### src/rtl/mod_cfg_sequencer_if.sv
// mod_cfg_if: configuration request bus (valid/ready plus requested settings)
interface mod_cfg_if;
  logic cfg_valid;
  logic cfg_ready;
  logic cfg_mod_type;
  logic [1:0] cfg_baud_rate;
  logic cfg_filter_enable;
  logic cfg_use_sqrt_rcos;
  logic [15:0] cfg_carrier_freq;
  modport master (
    output cfg_valid, cfg_mod_type, cfg_baud_rate, cfg_filter_enable, cfg_use_sqrt_rcos, cfg_carrier_freq,
    input cfg_ready
  );
  modport slave (
    input cfg_valid, cfg_mod_type, cfg_baud_rate, cfg_filter_enable, cfg_use_sqrt_rcos, cfg_carrier_freq,
    output cfg_ready
  );
endinterface

### src/rtl/mod_cfg_sequencer.sv
// mod_cfg_sequencer: symbol-aligned run-time configuration controller for the QAM modulator chain
module mod_cfg_sequencer #(
  parameter int FLUSH_CYCLES = 16,
  parameter int SETTLE_SYMS = 8,
  parameter int ALIGN_TIMEOUT = 65535,
  parameter logic [1:0] DEFAULT_BAUD = 2'b00,
  parameter logic [15:0] DEFAULT_CARRIER = 16'd10000
) (
  input logic clk,
  input logic rst,
  input logic sym_tick,
  mod_cfg_if.slave cfg,
  output logic mod_type,
  output logic [1:0] baud_rate,
  output logic filter_enable,
  output logic use_sqrt_rcos,
  output logic [15:0] carrier_freq_set,
  output logic dp_rst_n,
  output logic tx_mute,
  output logic cfg_done,
  output logic align_timeout_err
);
  typedef enum logic [1:0] {FLUSH, SETTLE, RUN, ALIGN} state_t;
  localparam logic [15:0] FLUSH_LAST = 16'(FLUSH_CYCLES - 1);
  localparam logic [15:0] SETTLE_LAST = 16'(SETTLE_SYMS - 1);
  localparam logic [15:0] ALIGN_LAST = 16'(ALIGN_TIMEOUT);
  state_t state, state_nx;
  logic [15:0] cnt, cnt_nx, cnt_inc;
  logic sh_mod, sh_filt, sh_sqrt;
  logic [1:0] sh_baud;
  logic [15:0] sh_car;
  logic pending, hs, leave, structural, settled, done_nx;
  assign cnt_inc = &cnt ? cnt : cnt + 16'd1;
  assign hs = state == RUN && cfg.cfg_valid;
  assign leave = state == ALIGN && (sym_tick || cnt >= ALIGN_LAST);
  assign structural = {sh_mod, sh_baud, sh_filt, sh_sqrt} != {mod_type, baud_rate, filter_enable, use_sqrt_rcos};
  assign settled = state == SETTLE && sym_tick && cnt == SETTLE_LAST;
  assign done_nx = (settled && pending) || (leave && !structural);
  assign cfg.cfg_ready = state == RUN;
  assign dp_rst_n = state != FLUSH;
  assign tx_mute = state == FLUSH || state == SETTLE;
  // next state and shared cycle/tick/timeout counter
  always_comb begin
    state_nx = state;
    cnt_nx = cnt;
    case (state)
      FLUSH: begin
        state_nx = cnt == FLUSH_LAST ? SETTLE : FLUSH;
        cnt_nx = cnt == FLUSH_LAST ? '0 : cnt_inc;
      end
      SETTLE: begin
        state_nx = settled ? RUN : SETTLE;
        cnt_nx = settled ? '0 : sym_tick ? cnt_inc : cnt;
      end
      RUN: begin
        state_nx = hs ? ALIGN : RUN;
        cnt_nx = '0;
      end
      ALIGN: begin
        state_nx = leave ? (structural ? FLUSH : RUN) : ALIGN;
        cnt_nx = leave ? '0 : cnt_inc;
      end
    endcase
  end
  // state register
  always_ff @(posedge clk) begin
    if (rst) begin
      state <= FLUSH;
      cnt <= '0;
    end else begin
      state <= state_nx;
      cnt <= cnt_nx;
    end
  end
  // shadow capture on handshake, active settings on align exit, done/error flags
  always_ff @(posedge clk) begin
    if (rst) begin
      mod_type <= 1'b0;
      baud_rate <= DEFAULT_BAUD;
      filter_enable <= 1'b0;
      use_sqrt_rcos <= 1'b0;
      carrier_freq_set <= DEFAULT_CARRIER;
      sh_mod <= 1'b0;
      sh_baud <= DEFAULT_BAUD;
      sh_filt <= 1'b0;
      sh_sqrt <= 1'b0;
      sh_car <= DEFAULT_CARRIER;
      pending <= 1'b0;
      cfg_done <= 1'b0;
      align_timeout_err <= 1'b0;
    end else begin
      cfg_done <= done_nx;
      if (hs) begin
        sh_mod <= cfg.cfg_mod_type;
        sh_baud <= cfg.cfg_baud_rate;
        sh_filt <= cfg.cfg_filter_enable;
        sh_sqrt <= cfg.cfg_use_sqrt_rcos;
        sh_car <= cfg.cfg_carrier_freq;
      end
      pending <= hs ? 1'b1 : done_nx ? 1'b0 : pending;
      if (leave) begin
        mod_type <= sh_mod;
        baud_rate <= sh_baud;
        filter_enable <= sh_filt;
        use_sqrt_rcos <= sh_sqrt;
        carrier_freq_set <= sh_car;
      end
      if (leave && !sym_tick) align_timeout_err <= 1'b1;
    end
  end
endmodule

### src/flat_wrapper.sv
// flat-port wrapper written by rule: the top's interface ports become plain ports
module mod_cfg_sequencer_flat 
#(
  parameter int FLUSH_CYCLES = 16,
  parameter int SETTLE_SYMS = 8,
  parameter int ALIGN_TIMEOUT = 65535,
  parameter logic [1:0] DEFAULT_BAUD = 2'b00,
  parameter logic [15:0] DEFAULT_CARRIER = 16'd10000
)
  (clk, rst, sym_tick, mod_type, baud_rate, filter_enable, use_sqrt_rcos, carrier_freq_set, dp_rst_n, tx_mute, cfg_done, align_timeout_err, cfg_cfg_valid, cfg_cfg_mod_type, cfg_cfg_baud_rate, cfg_cfg_filter_enable, cfg_cfg_use_sqrt_rcos, cfg_cfg_carrier_freq, cfg_cfg_ready);
  mod_cfg_if cfg_i ();
  input logic clk;
  input logic rst;
  input logic sym_tick;
  output logic mod_type;
  output logic [1:0] baud_rate;
  output logic filter_enable;
  output logic use_sqrt_rcos;
  output logic [15:0] carrier_freq_set;
  output logic dp_rst_n;
  output logic tx_mute;
  output logic cfg_done;
  output logic align_timeout_err;
  input wire logic [$bits(cfg_i.cfg_valid)-1:0] cfg_cfg_valid;
  input wire logic [$bits(cfg_i.cfg_mod_type)-1:0] cfg_cfg_mod_type;
  input wire logic [$bits(cfg_i.cfg_baud_rate)-1:0] cfg_cfg_baud_rate;
  input wire logic [$bits(cfg_i.cfg_filter_enable)-1:0] cfg_cfg_filter_enable;
  input wire logic [$bits(cfg_i.cfg_use_sqrt_rcos)-1:0] cfg_cfg_use_sqrt_rcos;
  input wire logic [$bits(cfg_i.cfg_carrier_freq)-1:0] cfg_cfg_carrier_freq;
  output wire logic [$bits(cfg_i.cfg_ready)-1:0] cfg_cfg_ready;
  assign cfg_i.cfg_valid = cfg_cfg_valid;
  assign cfg_i.cfg_mod_type = cfg_cfg_mod_type;
  assign cfg_i.cfg_baud_rate = cfg_cfg_baud_rate;
  assign cfg_i.cfg_filter_enable = cfg_cfg_filter_enable;
  assign cfg_i.cfg_use_sqrt_rcos = cfg_cfg_use_sqrt_rcos;
  assign cfg_i.cfg_carrier_freq = cfg_cfg_carrier_freq;
  assign cfg_cfg_ready = cfg_i.cfg_ready;
  mod_cfg_sequencer #(.FLUSH_CYCLES(FLUSH_CYCLES), .SETTLE_SYMS(SETTLE_SYMS), .ALIGN_TIMEOUT(ALIGN_TIMEOUT), .DEFAULT_BAUD(DEFAULT_BAUD), .DEFAULT_CARRIER(DEFAULT_CARRIER)) u_core (.clk(clk), .rst(rst), .sym_tick(sym_tick), .cfg(cfg_i), .mod_type(mod_type), .baud_rate(baud_rate), .filter_enable(filter_enable), .use_sqrt_rcos(use_sqrt_rcos), .carrier_freq_set(carrier_freq_set), .dp_rst_n(dp_rst_n), .tx_mute(tx_mute), .cfg_done(cfg_done), .align_timeout_err(align_timeout_err));
endmodule
### config.mk
export PLATFORM = sky130hd
export DESIGN_NAME = mod_cfg_sequencer_flat
export DESIGN_NICKNAME = d
export VERILOG_FILES = /design/src/rtl/mod_cfg_sequencer_if.sv /design/src/rtl/mod_cfg_sequencer.sv /design/src/flat_wrapper.sv
export SDC_FILE = /design/constraint.sdc
export NUM_CORES = 1
export LEC_CHECK = 0
export CAP_MARGIN = 20
export CORE_AREA = 2 2 86 88
export DETAILED_ROUTE_END_ITERATION = 10
export DIE_AREA = 0 0 88 90
export PLACE_DENSITY = 0.65
export SYNTH_ARGS = -nofsm -noshare
export SYNTH_HDL_FRONTEND = slang
export SYNTH_SLANG_ARGS = --single-unit
### constraint.sdc
create_clock -name clk -period 2 [get_ports clk]
set_input_delay 0.3 -clock clk [delete_from_list [all_inputs] [get_ports clk]]
set_output_delay 0.3 -clock clk [all_outputs]
set_load 0.05 [all_outputs]
==> flow_summary_export.csv <==
group,metric,value,unit
routing,avgViaCountPerCell,4.95,
global_route,use_met2,0.283,
placed_design,place_hpwl,4630,microns
setup_path,cpMaxStageDelayCell,"or4_4",
logic_synthesis,ys_types,45,
global_route,grt_max_degree,35,
routing,final_antenna_net_count,0,
logic_synthesis,ys_warn_count,0,
pwr,power.total,2640,uW
final_layout,final_core_util,0.532,
global_route,grt_usage,0.179,
die,rows,31,
logic_synthesis,synthMostInstantiatedCell,"nand2_1",
clock_tree,htree_levels,3,
logic_synthesis,synth_edf_count,0,
logic_synthesis,synthArstFlopShare,0,
setup_path,rr_worst_depth,5,
global_route,grt-busiest-layer,"met2",
final_layout,seq_area,1260,sq um
pwr,power_density,708,nW/um^2
routing,drt-initial-drc-count,86,
routing,vias,2552,
logic_synthesis,ys_top_cells_by_count,"nand2_1, dfxtp_1, a21oi_1",
timing,fmax,518,MHz
clock_tree,ctsHoldBuffers,0,
placed_design,io_buffer_count,50,
setup_path,worstSetupPathType,"reg2reg",
setup_path,critPathCaptureType,"flop",
clock_tree,clock-sinks,63,
clock_tree,cts_tree,"yes",
logic_synthesis,ys_dominant_reg_cell,"dfxtp_1",
clock_tree,clk_pin_slew,0.07,ns
logic_synthesis,synthTopCellsByArea,"dfxtp_1, nand2_1, a21oi_1",
logic_synthesis,ys_seq_elements,63,
setup_path,cpPeakStageDelay,0.60,ns
clock_tree,clockBufferDepth,2,
routing,drc,0,
timing,tns,0,ns
logic_synthesis,synth_top_area_frac,0.459,
global_route,grt_pass1_wl,11200,microns
timing,setup_ws,0.0679,ns
outcome,status,"finished clean",
setup_path,crit_required,2.22,ns
run,maxCapViolations,0,
clock_tree,cts_buffers,9,
routing,wire_per_inst,13.1,microns
clock_tree,clock_tree.root_cell,"clkbuf_8",
final_layout,area_growth,36.1,%
die,ioPinCount,51,
setup_path,start_kind,"flop",
final_layout,antenna_cells,0,
setup_path,critPathBufInv,0,
timing,slew_headroom,0.572,
final_layout,fillers,651,
setup_path,crit_cells,5,
timing,setup_viol,0,
die,chipWidth,88,microns
final_layout,drive_gt1_frac,0.146,
logic_synthesis,synth_top_area_cell,"dfxtp_1",
setup_path,path_max_fanout,3,
timing,period_minus_slack,1.93,ns
routing,drtPass1Iterations,4,
die,dieArea,7920,sq um
timing,maxSlewViolCount,0,
placed_design,gp_congestion,0.937,
clock_tree,worst_skew_pair.late_latency,0.35,ns
logic_synthesis,synth_area,2750,sq um
pwr,peakVddDrop,0.000570,V
final_layout,multi_input_area,1380,sq um
setup_path,path_cells,"or4_4, nor4_4, a21oi_2, a211oi_2, o22ai_1",
placed_design,dp_worst_setup_slack,0.0177,ns
die,die_y,90,microns
die,start_util,0.391,
logic_synthesis,avgSynthCellArea,7.96,sq um
global_route,grt_use_met1,0.228,
global_route,grt-ovfl-total,0,
pwr,leakagePower,0.00139,uW
timing,hold_viol,0,
logic_synthesis,ys_seq_area_frac,0.459,
die,core_area,7020,sq um
timing,min_period_over_period,0.966,
setup_path,crit_family,"simple AND/OR/NAND/NOR gates",
hold_path,min_path_type,"reg2reg",
hold_path,whs_path_depth,2,
setup_path,worstPathArrival,2.16,ns
timing,worst_slew_pin_slew,0.639,ns
global_route,first_global_vias,2409,
routing,drt-total-wl,6770,microns
logic_synthesis,syn_nets,371,
global_route,grtUsageMet3,0.0514,
final_layout,nets,438,
global_route,antenna_found_initial,0,
timing,fin_worst_skew,0.0147,ns
logic_synthesis,synth_cells,345,
worst paths after layout:
kind | end | start | slack (ns)
max reg2reg | u_core.cnt[12] | u_core.cnt[8] | 0.07
min | u_core.carrier_freq_set[0] | u_core.sh_car[0] | 0.45
min reg2reg | u_core.carrier_freq_set[0] | u_core.sh_car[0] | 0.45
max | u_core.cnt[12] | u_core.cnt[8] | 0.07
worst min-delay path, cell delays in order (launching register included):
cell and delay (ns):
dfxtp_1 0.31, nand2_1 0.05, a21oi_1 0.05
per-layer routing:
metal / vias up / share of wire
met5: - / 0
met1: 1172 / 0.44
met2: 63 / 0.49
li1: 1306 / -
met4: 0 / 0.018
met3: 11 / 0.053
stage by stage:
stage / hold WS [ns] / cells / area [sq um]
2_1_floorplan: 0.424 / 345 / 2750
3_3_place_gp: 0.437 / 498 / 3490
3_5_place_dp: 0.446 / 498 / 3490
4_1_cts: 0.454 / 514 / 3720
5_1_grt: 0.475 / 516 / 3740
6_report: 0.453 / 516 / 3740
cell usage in the layout, fill, tap and decap left out, types with 6 or more instances in the layout:
master           instances
nor3_1                   6
nand4_1                 11
xor2_1                  10
inv_1                    8
o21ai_0                  7
clkbuf_8                10
nand2_1                 98
nor2_1                  26
buf_4                   24
nand3_1                 17
a21oi_1                 37
clkdlybuf4s50_1         47
dfxtp_1                 63
where the power goes:
part	internal, uW	leakage, uW	total [uW]	switching (uW)
sequential	1260	0.000508	1260	3.32
clock	742	0.000109	1270	527
combinational	64.8	0.000769	114	48.8
total	2070	0.00139	2640	579
registers in the layout, indices dropped and copies added (netlist names):
name,count
u_core.pending,1
u_core.cfg_done,1
u_core.use_sqrt_rcos,1
u_core.sh_car,16
u_core.carrier_freq_set,16
u_core.sh_filt,1
u_core.mod_type,1
u_core.state,2
u_core.sh_mod,1
u_core.sh_sqrt,1
u_core.baud_rate,2
u_core.cnt,16
u_core.sh_baud,2
u_core.align_timeout_err,1
u_core.filter_enable,1
timing repair:
action | 4_1_cts | 5_1_grt
gates resized for setup | 0 | 2
setup buffers | 0 | 2
endpoints found under the hold margin | 0 | 0
endpoints found under the setup margin | 0 | 35
cells by family after synthesis:
kind of cell / count (synthesis) / synth area share
DFF: 63 / 0.459
adders and majority gates: 1 / 0.00456
and+or+nand+nor: 178 / 0.304
AOI/OAI and AO/OA: 63 / 0.145
xor gates and xnor gates: 14 / 0.0447
buffers and inverters: 26 / 0.0415
layout make-up:
cell class                      count  share of cell area
Tap cell                           99              0.0331
Sequential cell                    63               0.337
Inverter                            8             0.00803
Clock inverter                      6              0.0248
Clock buffer                       10              0.0368
Multi-Input combinational cell    256               0.370
Timing Repair Buffer               74               0.190
Note: power is estimated with default switching activity, not from simulation.
